===== src/rtl/data_ram_arbiter.sv =====
// Two-requester arbiter for the data port of the shared 128x16 program/data RAM.
// Requester 0 is the processor load/store path, requester 1 the host loader/debug
// master. One access is granted per cycle. Sustained contention is bounded by a
// burst limit that hands ownership to the waiting side. Read data comes back one
// cycle after the grant and is routed to whichever requester issued the read.
module data_ram_arbiter #(
  parameter int ADDR_W    = 7,
  parameter int DATA_W    = 16,
  parameter int MAX_BURST = 4
) (
  input  logic              clk,
  input  logic              reset,
  input  logic              m0_req,
  input  logic              m0_we,
  input  logic [ADDR_W-1:0] m0_addr,
  input  logic [DATA_W-1:0] m0_wdata,
  output logic              m0_gnt,
  output logic              m0_rvalid,
  output logic [DATA_W-1:0] m0_rdata,
  input  logic              m1_req,
  input  logic              m1_we,
  input  logic [ADDR_W-1:0] m1_addr,
  input  logic [DATA_W-1:0] m1_wdata,
  output logic              m1_gnt,
  output logic              m1_rvalid,
  output logic [DATA_W-1:0] m1_rdata,
  output logic              ram_read_en,
  output logic              ram_write_en,
  output logic [ADDR_W-1:0] ram_addr,
  output logic [DATA_W-1:0] ram_din,
  input  logic [DATA_W-1:0] ram_dout
);

  localparam int              CNT_W   = $clog2(MAX_BURST + 1);
  localparam logic [CNT_W-1:0] CNT_MAX = CNT_W'(MAX_BURST);
  localparam logic [CNT_W-1:0] CNT_ONE = CNT_W'(1);

  logic             owner;
  logic [CNT_W-1:0] cnt;
  logic             rd_pend;
  logic             rd_tag;

  logic             burst_done;
  logic             gnt_any;
  logic             gnt_sel;   // 0 = requester 0 wins, 1 = requester 1 wins
  logic             gnt_we;

  // Grant decision and RAM port drive; everything is zero when nothing is granted.
  always_comb begin
    burst_done   = (cnt >= CNT_MAX);
    gnt_any      = ~reset & (m0_req | m1_req);
    gnt_sel      = 1'b0;
    if (m0_req && m1_req) begin
      // Owner keeps the port until its burst is used up, then the waiter takes it.
      gnt_sel = burst_done ? ~owner : owner;
    end else if (m1_req) begin
      gnt_sel = 1'b1;
    end
    m0_gnt       = gnt_any & ~gnt_sel;
    m1_gnt       = gnt_any &  gnt_sel;
    gnt_we       = gnt_sel ? m1_we : m0_we;
    ram_write_en = gnt_any &  gnt_we;
    ram_read_en  = gnt_any & ~gnt_we;
    ram_addr     = '0;
    ram_din      = '0;
    if (gnt_any) begin
      ram_addr = gnt_sel ? m1_addr  : m0_addr;
      ram_din  = gnt_sel ? m1_wdata : m0_wdata;
    end
  end

  // Ownership / burst count and the one-deep read-return tag.
  always_ff @(posedge clk or posedge reset) begin
    if (reset) begin
      owner   <= 1'b0;
      cnt     <= '0;
      rd_pend <= 1'b0;
      rd_tag  <= 1'b0;
    end else begin
      rd_pend <= ram_read_en;
      if (ram_read_en) begin
        rd_tag <= gnt_sel;
      end
      if (!gnt_any) begin
        cnt <= '0;
      end else if (gnt_sel == owner) begin
        if (cnt != CNT_MAX) begin
          cnt <= cnt + CNT_ONE;
        end
      end else begin
        owner <= gnt_sel;
        cnt   <= CNT_ONE;
      end
    end
  end

  assign m0_rvalid = rd_pend & ~rd_tag;
  assign m1_rvalid = rd_pend &  rd_tag;
  assign m0_rdata  = ram_dout;
  assign m1_rdata  = ram_dout;

endmodule


===== config.mk =====
export PLATFORM = sky130hd
export DESIGN_NAME = data_ram_arbiter
export DESIGN_NICKNAME = d
export VERILOG_FILES = /design/src/rtl/data_ram_arbiter.sv
export SDC_FILE = /design/constraint.sdc
export NUM_CORES = 1
export LEC_CHECK = 0
export ABC_AREA = 1
export CORE_ASPECT_RATIO = 0.9
export CORE_MARGIN = 4
export CORE_UTILIZATION = 25
export DETAILED_ROUTE_END_ITERATION = 6
export PLACE_DENSITY = 0.82
export SYNTH_ARGS = -nofsm -noshare
export SYNTH_HDL_FRONTEND = slang
export SYNTH_SLANG_ARGS = --single-unit

===== constraint.sdc =====
create_clock -name clk -period 1.6 [get_ports clk]
set_input_delay 0.16 -clock clk [delete_from_list [all_inputs] [get_ports clk]]
set_output_delay 0.16 -clock clk [all_outputs]
set_load 0.05 [all_outputs]

==> out/results.ini <==
[placed_design]
io_buffers = 80
dp_hpwl_um = 2730
gp_congestion = 0.7996

[clock_network]
insertion_delay_ps = 220
cts_root_buf = clkbuf_8
cts_buffers = 3
cts_max_level = 1
clk_pin_slew_worst_paths_ps = 30
cts_tree = yes
clk_path_buf_depth = 2
hold_buffers = 0
cts.sinks = 6

[detailed_routing]
ant_nets = 0
drt_iter0_markers = 54
via_count = 1134
viasPerCell = 4.279
wirelength_um = 3489
drc = 0
first_pass_iters = 4
wl_per_cell_um = 13.17

[grt]
grt_pass1_vias = 1137
antenna_found_initial = 0
grt_max_degree = 26
grt_pass1_wl_um = 4685
overflow = 0
gr-usage-all-layers_pct = 12.35

[layout]
multi_input_area_um2 = 590.6
seq_area_um2 = 150.1
fin_nets = 293
final_util_pct = 59.82
fill_cells = 315
diodes = 0
drive_gt1_share_pct = 38.91
area_delta_synth_final_pct = 121.9
layout_common_cells = nand2_1, clkdlybuf4s50_1, nand2_2, buf_12
final_common_cell = nand2_1

[sta]
max_freq_mhz = 579.8
skew_ps = 1.481
layout_min_cycle_time_ps = 1725
setup_viol = 24
slew_viol_final = 0
hold_violations = 0
timing.final.ws_setup_ps = -124.6
worstMarginPinSlew_ps = 215.7
fin_hold_ws_ps = 320.0
rsz0062_at_grt = yes
post-route-period-util_pct = 107.8
slew_headroom_pct = 85.60

[power_and_ir_drop]
pwr_density_cell_mw_per_mm2 = 590.4
p_leak_nw = 0.9892
ir_drop_uv = 257.4

[floorplan]
core_region_area_mm2 = 0.003503
rows = 20
start_util_pct = 26.96
pin_count = 129
die_h_um = 66.32
die_x_um = 72.80
dieArea_mm2 = 0.004827

[logic_synthesis]
yosys_warnings = 0
synth_cells = 162
ys_seq_area_share_pct = 15.89
ys_ff_latch = 6
syn_nets = 232
yosysUniqueCellTypes = 20
synth_area_um2 = 944.7
synth.avg_cell_area_um2 = 5.831

[run]
maxCapViolations = 0

[status]
outcome = complete, but fails checks
violations = negative setup slack

[worst_setup_path]
crit_type = reg2out
cp.arrival_ps = 1560
worstSetupStartpointType = register
path_max_fanout = 25
cp.required_ps = 1440
endpoint_kind = primary output

[min_path]
hold_class = in2out

## power by group
part / switching, mW / internal (mW)
logic: 0.418 / 0.424
clock network: 0.0556 / 0.161
registers: 0.0125 / 0.167
## registers in the layout, indices dropped and copies added (netlist names)
register	count
owner	1
cnt	3
rd_tag	1
rd_pend	1
## area by class of cell
cell class | instances | share of cell area [%]
Timing Repair Buffer | 92 | 57.61
Multi-Input combinational cell | 107 | 28.18
Sequential cell | 6 | 7.164
Tap cell | 44 | 2.627
Inverter | 13 | 2.448
Clock buffer | 3 | 1.970
## Yosys cell counts
master / number / area [um2]
a21boi_0: 1 / 7.510
a21oi_1: 2 / 10.01
buf_2: 1 / 5.000
buf_4: 33 / 247.7
buf_6: 2 / 22.52
clkinv_2: 1 / 5.000
dfrtp_1: 6 / 150.1
ha_1: 2 / 25.02
inv_1: 11 / 41.29
inv_2: 1 / 3.750
nand2_1: 84 / 315.3
nand2_2: 1 / 6.260
nand3_1: 5 / 25.02
nand3_2: 1 / 10.01
nand3b_1: 1 / 7.510
nor2_1: 5 / 18.77
nor2_4: 2 / 22.52
o21ai_0: 1 / 5.000
o21bai_1: 1 / 7.510
xor2_1: 1 / 8.760
## timing repair
action                     CTS  global route
pin swaps                    1             3
setup endpoints to repair   25            27
setup buffers                0             3
gates resized for setup      8            27
gates cloned                 0             2
## kinds of logic (layout without fill, tap and decap cells)
group	count (synthesis)	in the layout	share of synthesized area [%]
simple gates	99	99	42.91
buf+inv	49	108	34.44
flops	6	6	15.89
compound gates	5	5	3.179
fa+ha+maj	2	2	2.649
xor+xnor	1	1	0.9273
## worst max-delay path, stage by stage (launching register included)
cell     delay, ps
dfrtp_1        410
inv_2           90
nand2_2         70
nand3_4        100
nand2_4         70
nor2_4         100
buf_12         170
nand2_1         90
nand2_2        100
buf_12         140
## per-stage QoR
step           instance area [um2]  worst slack, ps  TNS [ps]  power [mW]  instances
3_5_place_dp                  1891           -93.78     -1760      0.9603        257
5_1_grt                       2096           -197.0     -4129       1.301        265
2_1_floorplan                967.2           -21.03    -21.03      0.7421        162
3_3_place_gp                  1891           -50.91    -936.7      0.9467        257
4_1_cts                       1947           -132.0     -2576       1.189        260
6_report                      2096           -124.6     -2301       1.237        265
## final timing paths
check	endpoint	cells past startpoint	slack, ps	from
worst max-delay path	ram_addr[3]	9	-120	owner$_DFFE_PP0P_
worst min-delay path	m1_rdata[12]	0	320	ram_dout[12]
worst max register to register	cnt[0]$_DFFE_PP0P_	10	260	owner$_DFFE_PP0P_
worst min register to register	rd_tag$_DFFE_PP0P_	2	520	rd_tag$_DFFE_PP0P_
max in group asynchronous	cnt[1]$_DFFE_PP0P_	3	1000	reset
min in group asynchronous	cnt[2]$_DFFE_PP0P_	3	410	reset
## routing by layer
metal | share of wire, % | global-route usage [%] | routed length, um | up-vias
met5 | 0 | 0 | 0 | -
met3 | 10 | 5.775 | 361 | 6
met4 | 1.9 | 3.687 | 66 | 0
met2 | 55 | 24.32 | 1936 | 58
met1 | 32 | 10.96 | 1125 | 498
li1 | - | - | - | 572
Power figures use the tool's default switching activity.
